$ cat src/rtl/pdp8_trace_if.sv
// Trace event and drain bus for pdp8_trace_capture.
// The master drives events and accepts drained entries; the slave is the capture block.
interface pdp8_trace_if #(
    parameter int unsigned WORD_W = 12
);
    logic              inst_valid;
    logic [WORD_W-1:0] inst_pc;
    logic [WORD_W-1:0] inst_ir;
    logic [WORD_W-1:0] inst_ac;
    logic              inst_lk;

    logic              mem_valid;
    logic [WORD_W-1:0] mem_addr;
    logic [WORD_W-1:0] mem_data;
    logic              mem_we;
    logic              mem_ifetch;

    logic              br_valid;
    logic [WORD_W-1:0] br_pc;
    logic [WORD_W-1:0] br_target;
    logic [1:0]        br_kind;
    logic              br_taken;

    logic                    out_valid;
    logic                    out_ready;
    logic [2+3*WORD_W+4-1:0] out_data;

    modport master (
        output inst_valid, inst_pc, inst_ir, inst_ac, inst_lk,
        output mem_valid, mem_addr, mem_data, mem_we, mem_ifetch,
        output br_valid, br_pc, br_target, br_kind, br_taken,
        output out_ready,
        input  out_valid, out_data
    );

    modport slave (
        input  inst_valid, inst_pc, inst_ir, inst_ac, inst_lk,
        input  mem_valid, mem_addr, mem_data, mem_we, mem_ifetch,
        input  br_valid, br_pc, br_target, br_kind, br_taken,
        input  out_ready,
        output out_valid, out_data
    );
endinterface

$ cat src/rtl/pdp8_trace_capture.sv
// PDP-8 trace recorder: three event channels, 1-deep holding regs, round-robin into a tagged FIFO.
// Optional TRACE_ADDR_FILTER_EN adds filt_lo/filt_hi to drop INST/MEM events outside the window.
module pdp8_trace_capture #(
    parameter int unsigned DEPTH  = 64,
    parameter int unsigned WORD_W = 12,
    parameter int unsigned LOST_W = 16
) (
    input  logic                     clk,
    input  logic                     reset,
    input  logic                     trace_en,
    input  logic                     mode_wrap,
`ifdef TRACE_ADDR_FILTER_EN
    input  logic [WORD_W-1:0]        filt_lo,
    input  logic [WORD_W-1:0]        filt_hi,
`endif
    pdp8_trace_if.slave              bus,
    output logic [$clog2(DEPTH):0]   count,
    output logic [LOST_W-1:0]        lost_count
);
    localparam int unsigned ENTRY_W = 2 + 3 * WORD_W + 4;
    localparam int unsigned PTR_W   = $clog2(DEPTH);
    localparam logic [PTR_W:0] FULL_CNT = (PTR_W + 1)'(DEPTH);
    localparam logic [1:0] CH_INST = 2'd0;
    localparam logic [1:0] CH_MEM  = 2'd1;
    localparam logic [1:0] CH_BR   = 2'd2;

    logic [2:0]         hold_v_q, hold_v_d;
    logic [ENTRY_W-1:0] hold_q [3];
    logic [ENTRY_W-1:0] hold_d [3];
    logic [1:0]         rr_q, rr_d;
    logic [PTR_W-1:0]   wr_ptr_q, wr_ptr_d, rd_ptr_q, rd_ptr_d;
    logic [PTR_W:0]     count_q, count_d;
    logic [LOST_W-1:0]  lost_q, lost_d;
    logic [ENTRY_W-1:0] fifo_mem [DEPTH];

    logic [2:0]         ev_valid;
    logic [ENTRY_W-1:0] ev_entry [3];
    logic               inst_ok, mem_ok;
    logic               full, pop, push_ok, push, overwrite;
    logic [5:0]         prio;
    logic [1:0]         gnt_ch;
    logic [2:0]         gnt_oh;
    logic [2:0]         lost_inc;
    logic [LOST_W:0]    lost_sum;

`ifdef TRACE_ADDR_FILTER_EN
    assign inst_ok = (bus.inst_pc >= filt_lo) && (bus.inst_pc <= filt_hi);
    assign mem_ok  = (bus.mem_addr >= filt_lo) && (bus.mem_addr <= filt_hi);
`else
    assign inst_ok = 1'b1;
    assign mem_ok  = 1'b1;
`endif

    always_comb begin
        ev_valid[0] = bus.inst_valid & trace_en & inst_ok;
        ev_valid[1] = bus.mem_valid & trace_en & mem_ok;
        ev_valid[2] = bus.br_valid & trace_en;
        ev_entry[0] = {2'd0, bus.inst_pc, bus.inst_ir, bus.inst_ac, bus.inst_lk, 3'b000};
        ev_entry[1] = {2'd1, bus.mem_addr, bus.mem_data, {WORD_W{1'b0}},
                       bus.mem_we, bus.mem_ifetch, 2'b00};
        ev_entry[2] = {2'd2, bus.br_pc, bus.br_target, {WORD_W{1'b0}},
                       bus.br_taken, bus.br_kind, 1'b0};
    end

    assign full    = (count_q == FULL_CNT);
    assign pop     = (count_q != '0) & bus.out_ready;
    assign push_ok = ~full | pop | mode_wrap;

    // prio[1:0] is the highest-priority channel, starting at the one after the last grant.
    always_comb begin
        case (rr_q)
            CH_INST: prio = {CH_BR, CH_MEM, CH_INST};
            CH_MEM:  prio = {CH_INST, CH_BR, CH_MEM};
            default: prio = {CH_MEM, CH_INST, CH_BR};
        endcase
        gnt_ch = prio[1:0];
        if (hold_v_q[prio[1:0]])      gnt_ch = prio[1:0];
        else if (hold_v_q[prio[3:2]]) gnt_ch = prio[3:2];
        else                          gnt_ch = prio[5:4];
        push      = push_ok & (|hold_v_q);
        gnt_oh    = push ? (3'b001 << gnt_ch) : 3'b000;
        overwrite = push & full & ~pop;
    end

    always_comb begin
        hold_v_d = hold_v_q;
        hold_d   = hold_q;
        lost_inc = overwrite ? 3'd1 : 3'd0;
        for (int i = 0; i < 3; i++) begin
            if (gnt_oh[i]) hold_v_d[i] = 1'b0;
            if (ev_valid[i]) begin
                if (!hold_v_q[i] || gnt_oh[i]) begin
                    hold_v_d[i] = 1'b1;
                    hold_d[i]   = ev_entry[i];
                end else begin
                    lost_inc = lost_inc + 3'd1;
                end
            end
        end
        rr_d     = push ? ((gnt_ch == CH_BR) ? CH_INST : gnt_ch + 2'd1) : rr_q;
        wr_ptr_d = wr_ptr_q + PTR_W'(push);
        rd_ptr_d = rd_ptr_q + PTR_W'(pop | overwrite);
        count_d  = count_q;
        if (push && !pop && !full) count_d = count_q + (PTR_W + 1)'(1);
        else if (pop && !push)     count_d = count_q - (PTR_W + 1)'(1);
        lost_sum = {1'b0, lost_q} + {{(LOST_W - 2){1'b0}}, lost_inc};
        lost_d   = lost_sum[LOST_W] ? {LOST_W{1'b1}} : lost_sum[LOST_W-1:0];
    end

    always_ff @(posedge clk) begin
        if (reset) begin
            hold_v_q <= '0;
            hold_q   <= '{default: '0};
            rr_q     <= CH_INST;
            wr_ptr_q <= '0;
            rd_ptr_q <= '0;
            count_q  <= '0;
            lost_q   <= '0;
        end else begin
            hold_v_q <= hold_v_d;
            hold_q   <= hold_d;
            rr_q     <= rr_d;
            wr_ptr_q <= wr_ptr_d;
            rd_ptr_q <= rd_ptr_d;
            count_q  <= count_d;
            lost_q   <= lost_d;
        end
    end

    // Storage needs no reset: pointers and count define what is valid.
    always_ff @(posedge clk) begin
        if (push && !reset) fifo_mem[wr_ptr_q] <= hold_q[gnt_ch];
    end

    assign bus.out_valid = (count_q != '0);
    assign bus.out_data  = bus.out_valid ? fifo_mem[rd_ptr_q] : '0;
    assign count         = count_q;
    assign lost_count    = lost_q;
endmodule

$ cat src/flat_wrapper.sv
// flat-port wrapper written by rule: the top's interface ports become plain ports
module pdp8_trace_capture_flat 
#(
    parameter int unsigned DEPTH  = 64,
    parameter int unsigned WORD_W = 12,
    parameter int unsigned LOST_W = 16
)
  (clk, reset, trace_en, mode_wrap, count, lost_count, bus_inst_valid, bus_inst_pc, bus_inst_ir, bus_inst_ac, bus_inst_lk, bus_mem_valid, bus_mem_addr, bus_mem_data, bus_mem_we, bus_mem_ifetch, bus_br_valid, bus_br_pc, bus_br_target, bus_br_kind, bus_br_taken, bus_out_ready, bus_out_valid, bus_out_data);
  pdp8_trace_if #(.WORD_W(WORD_W)) bus_i ();
  input  logic clk;
  input  logic reset;
  input  logic trace_en;
  input  logic mode_wrap;
  output logic [$clog2(DEPTH):0] count;
  output logic [LOST_W-1:0] lost_count;
  input wire logic [$bits(bus_i.inst_valid)-1:0] bus_inst_valid;
  input wire logic [$bits(bus_i.inst_pc)-1:0] bus_inst_pc;
  input wire logic [$bits(bus_i.inst_ir)-1:0] bus_inst_ir;
  input wire logic [$bits(bus_i.inst_ac)-1:0] bus_inst_ac;
  input wire logic [$bits(bus_i.inst_lk)-1:0] bus_inst_lk;
  input wire logic [$bits(bus_i.mem_valid)-1:0] bus_mem_valid;
  input wire logic [$bits(bus_i.mem_addr)-1:0] bus_mem_addr;
  input wire logic [$bits(bus_i.mem_data)-1:0] bus_mem_data;
  input wire logic [$bits(bus_i.mem_we)-1:0] bus_mem_we;
  input wire logic [$bits(bus_i.mem_ifetch)-1:0] bus_mem_ifetch;
  input wire logic [$bits(bus_i.br_valid)-1:0] bus_br_valid;
  input wire logic [$bits(bus_i.br_pc)-1:0] bus_br_pc;
  input wire logic [$bits(bus_i.br_target)-1:0] bus_br_target;
  input wire logic [$bits(bus_i.br_kind)-1:0] bus_br_kind;
  input wire logic [$bits(bus_i.br_taken)-1:0] bus_br_taken;
  input wire logic [$bits(bus_i.out_ready)-1:0] bus_out_ready;
  output wire logic [$bits(bus_i.out_valid)-1:0] bus_out_valid;
  output wire logic [$bits(bus_i.out_data)-1:0] bus_out_data;
  assign bus_i.inst_valid = bus_inst_valid;
  assign bus_i.inst_pc = bus_inst_pc;
  assign bus_i.inst_ir = bus_inst_ir;
  assign bus_i.inst_ac = bus_inst_ac;
  assign bus_i.inst_lk = bus_inst_lk;
  assign bus_i.mem_valid = bus_mem_valid;
  assign bus_i.mem_addr = bus_mem_addr;
  assign bus_i.mem_data = bus_mem_data;
  assign bus_i.mem_we = bus_mem_we;
  assign bus_i.mem_ifetch = bus_mem_ifetch;
  assign bus_i.br_valid = bus_br_valid;
  assign bus_i.br_pc = bus_br_pc;
  assign bus_i.br_target = bus_br_target;
  assign bus_i.br_kind = bus_br_kind;
  assign bus_i.br_taken = bus_br_taken;
  assign bus_i.out_ready = bus_out_ready;
  assign bus_out_valid = bus_i.out_valid;
  assign bus_out_data = bus_i.out_data;
  pdp8_trace_capture #(.DEPTH(DEPTH), .WORD_W(WORD_W), .LOST_W(LOST_W)) u_core (.clk(clk), .reset(reset), .trace_en(trace_en), .mode_wrap(mode_wrap), .bus(bus_i), .count(count), .lost_count(lost_count));
endmodule
$ cat config.mk
export PLATFORM = sky130hd
export DESIGN_NAME = pdp8_trace_capture_flat
export DESIGN_NICKNAME = d
export VERILOG_FILES = /design/src/rtl/pdp8_trace_if.sv /design/src/rtl/pdp8_trace_capture.sv /design/src/flat_wrapper.sv
export SDC_FILE = /design/constraint.sdc
export NUM_CORES = 2
export LEC_CHECK = 0
export CAP_MARGIN = 20
export CORE_ASPECT_RATIO = 1.5
export CORE_MARGIN = 2
export CORE_UTILIZATION = 45
export DETAILED_ROUTE_END_ITERATION = 8
export GPL_TIMING_DRIVEN = 0
export PLACE_DENSITY = 0.69
export SLEW_MARGIN = 20
export SYNTH_ARGS = -nofsm -noshare
export SYNTH_HDL_FRONTEND = slang
export SYNTH_SLANG_ARGS = --single-unit
$ cat constraint.sdc
create_clock -name clk -period 4.86 [get_ports clk]
set_input_delay 0.729 -clock clk [delete_from_list [all_inputs] [get_ports clk]]
set_output_delay 0.729 -clock clk [all_outputs]
set_load 0.02 [all_outputs]
==> impl_metrics.toml <==
[timing]
slew-limit-headroom_pct = 17.2
setup_violations = 13
timing.final.ws_setup_ns = -0.172
timing_worst_slew_pin_value_ns = 1.24
final.min_clock_period_ns = 5.03
timing.clock.skew_ns = 0.0573
report.final.hold_viol_count = 0
unrepaired_setup_endpoints_after_global_routing = "true"
final.setup.tns_ns = -1.27
final_min_period_over_clock_period_pct = 104
drv_slew = 0
fmaxAchievable_ghz = 0.199

[place]
dpl.hpwl_um = 254000
finalWeightedCongestion = 0.958
buffer_ports.inserted = 161

[synth]
portion_of_the_post_synthesis_area_used_by_sequential_elements_pct = 76.4
synthFlopType = "edfxtp_1"
synthesis.instances = 5121
synth_top_area_share_pct = 73.9
ys_top_cells_by_area = "edfxtp_1 (74%), mux4_2 (13%), mux2i_1 (2.6%)"
synth_area_per_cell_um2 = 20.8
postSynth.asyncResetShare_pct = 0
number_of_flops_mapped_to_enable_cells_by_yosys = 2624
yosysMostFrequentCell = "edfxtp_1"
ys_seq_elements = 2756
post-synth-top-area-cell = "edfxtp_1"
post_synth_num_cell_types = 76
synth.cells.most_frequent = "edfxtp_1 (2,624), mux4_2 (601), mux2i_1 (282), a21oi_1 (158), dfxtp_1 (132)"
synthesized_net_count = 5236
synth.cell_area_um2 = 107000
yosys_warnings = 0

[global_routing]
grt_pass1_vias = 60100
grt_antenna_before_repair = 25
grt_usage_pct = 31.5
grt_first_pass_wirelength_um = 510000
grt_max_degree = 65
grt-ovfl-total = 0

[run_status]
outcome = "complete, but fails checks"
failed_checks = "setup timing"

[die]
std_cell_rows = 218
die-height_um = 600
die_x_um = 401
design.die.area_um2 = 241000
starting_utilization_of_the_core_area_pct = 45.3
ios = 164
coreArea_um2 = 235000

[final_layout]
flow.area_growth_from_synthesis_pct = 20.0
nets = 5869
postLayoutCoreUtil_pct = 54.3
fillCellCount = 17100
drive_gt1_share_pct = 28.4

[hold_path]
hold-path-cell-count = 3
whs_endpoint = "u_core.hold_q[60]"
hold_path_class = "in2reg"
hold_path_startpoint = "bus_mem_data[2]"

[clock_tree]
cts.root.buffer_cell = "clkbuf_16"
clock_tree.htree_level_count = 4
cts.hold.buffers_added = 0
tritoncts.num_buffers = 231
insertion_delay_ns = 0.94
clock-sinks = 2756
tritoncts = "done"
clk_pin_slew_worst_paths_ns = 0.07
cts-root-to-sink-buffers = 4

[route]
ant_nets = 0
routedWlPerCell_um = 42.1
routed-via-count = 61700
post-route-drc-count = 0
drt-pass1-iter-count = 6
dr.first_iter.drc_count = 10900
routed_via_density = 6.83
wirelength_um = 380000

[worst_setup_path]
critPathMaxFanout = 10
cp-end-kind = "output pin"
reg2reg_from = "u_core.count[6]"
worstPathArrival_ns = 4.30
worst-setup-path-type = "reg2out"
r2r_cells = 18
setup.worst_path.start_class = "register"
worst_r2r_endpoint = "u_core.lost_count[11]"
worst-endpoint-required_ns = 4.13
reg2reg_setup_slack_ns = 0.24

[pwr]
cellLeakagePower_nw = 39.1
largest_vdd_supply_drop_uv = 358
cell_area_power_density_nw_per_um2 = 463

[run]
max_cap_viol_count = 0
cell usage in the layout (no fill, tap or decap), types with 48 or more instances in the layout:
| cell | Yosys | final |
|---|---|---|
| edfxtp_1 | 2624 | 2624 |
| o21ai_0 | 116 | 105 |
| clkbuf_1 | 112 | 105 |
| mux2i_1 | 282 | 272 |
| buf_16 | 0 | 115 |
| buf_4 | 42 | 78 |
| clkdlybuf4s50_1 | 0 | 128 |
| nand2_1 | 119 | 88 |
| nor2_1 | 119 | 48 |
| buf_12 | 0 | 120 |
| nand2b_1 | 62 | 57 |
| dfxtp_1 | 132 | 127 |
| clkbuf_16 | 0 | 233 |
| a21oi_1 | 158 | 150 |
| clkinv_1 | 0 | 53 |
| nor2_4 | 0 | 65 |
| o22ai_1 | 85 | 75 |
| buf_6 | 29 | 66 |
| mux4_2 | 601 | 601 |
cells by family (layout without fill, tap and decap cells):
kind of cell	after synthesis	count (layout)	synth area share (%)
adders and majority gates	17	17	0.214
muxes	889	889	15.4
other	1	18	0.00352
DFF	2756	2756	76.4
buffers and inverters	326	1146	1.64
AOI/OAI and AO/OA	633	633	3.90
xor gates and xnor gates	19	19	0.156
and+or+nand+nor	480	480	2.28
critical path, stage by stage (launching register included):
cell,delay [ns]
dfxtp_1,0.36
buf_2,0.28
nor2b_1,0.18
clkbuf_2,0.38
clkbuf_2,0.68
a21oi_1,0.23
o21ai_0,0.31
a22o_4,0.29
clkdlybuf4s50_1,0.61
sequential cells by signal (all words and copies together), names as in the netlist:
register / cells
u_core.fifo_mem: 2624
u_core.hold_q: 92
u_core.lost_count: 16
u_core.count: 7
u_core.rd_ptr_q: 6
u_core.wr_ptr_q: 6
u_core.hold_v_q: 3
u_core.rr_q: 2
power breakdown:
part,total (mW),leakage (nW),internal [mW],switching [mW]
clock network,19.0,3.60,10.4,8.62
registers,26.5,24.5,26.4,0.103
logic,13.7,11.0,5.20,8.51
total,59.2,39.1,42.0,17.2
timing repair:
item / CTS / global route
pin swaps: 29 / 22
cloned: 0 / 1
setup endpoints to repair: 58 / 47
buffers inserted: 7 / 6
resized for setup: 438 / 143
per-layer routing:
layer,vias to the layer above,track usage [%],part of all wire [%]
met1,31500,35.0,30
met2,5833,48.7,46
met5,-,0.179,0.050
met4,22,26.9,11
li1,22700,-,-
met3,1667,10.8,13
layout make-up:
type / count / area [um^2] / share of cell area [%]
antenna: 17 / 42.5 / 0.0333
buffer: 305 / 2690 / 2.10
clock buffer: 289 / 6070 / 4.75
clock inverter: 131 / 1390 / 1.09
inverter: 14 / 65.1 / 0.0509
multi-input combinational: 2039 / 25200 / 19.7
sequential: 2756 / 81400 / 63.7
tap: 3080 / 3850 / 3.01
timing repair buffer: 406 / 7090 / 5.54
timing repair inverter: 1 / 5.00 / 0.00391
worst max path at each step:
stage,from,slack (ns),end
final,u_core.rd_ptr_q[3],-0.17,bus_out_data[35]
after global routing,u_core.rd_ptr_q[0],-0.18,bus_out_data[6]
after CTS,u_core.rd_ptr_q[0],-0.13,bus_out_data[15]
after detailed placement,bus_out_ready,-1.09,u_core.lost_count[13]
after global placement,bus_out_ready,-3.65,u_core.fifo_mem[60][37]
after floorplan,mode_wrap,0.17,u_core.lost_count[11]
per-stage QoR:
| stage | instances | power, mW | hold WS (ns) | setup WS [ns] | instance area (um^2) |
|---|---|---|---|---|---|
| detailed placement | 8593 | 39.3 | 0.464 | -1.09 | 118000 |
| CTS | 9015 | 58.3 | 0.383 | -0.131 | 127000 |
| floorplan | 5121 | 33.9 | 0.429 | 0.165 | 107000 |
| global route | 9023 | 60.1 | 0.386 | -0.183 | 128000 |
| global placement | 8362 | 38.8 | 0.448 | -3.65 | 112000 |
| finish | 9038 | 59.2 | 0.366 | -0.172 | 128000 |
No activity file was read; power rests on OpenSTA's default activity.
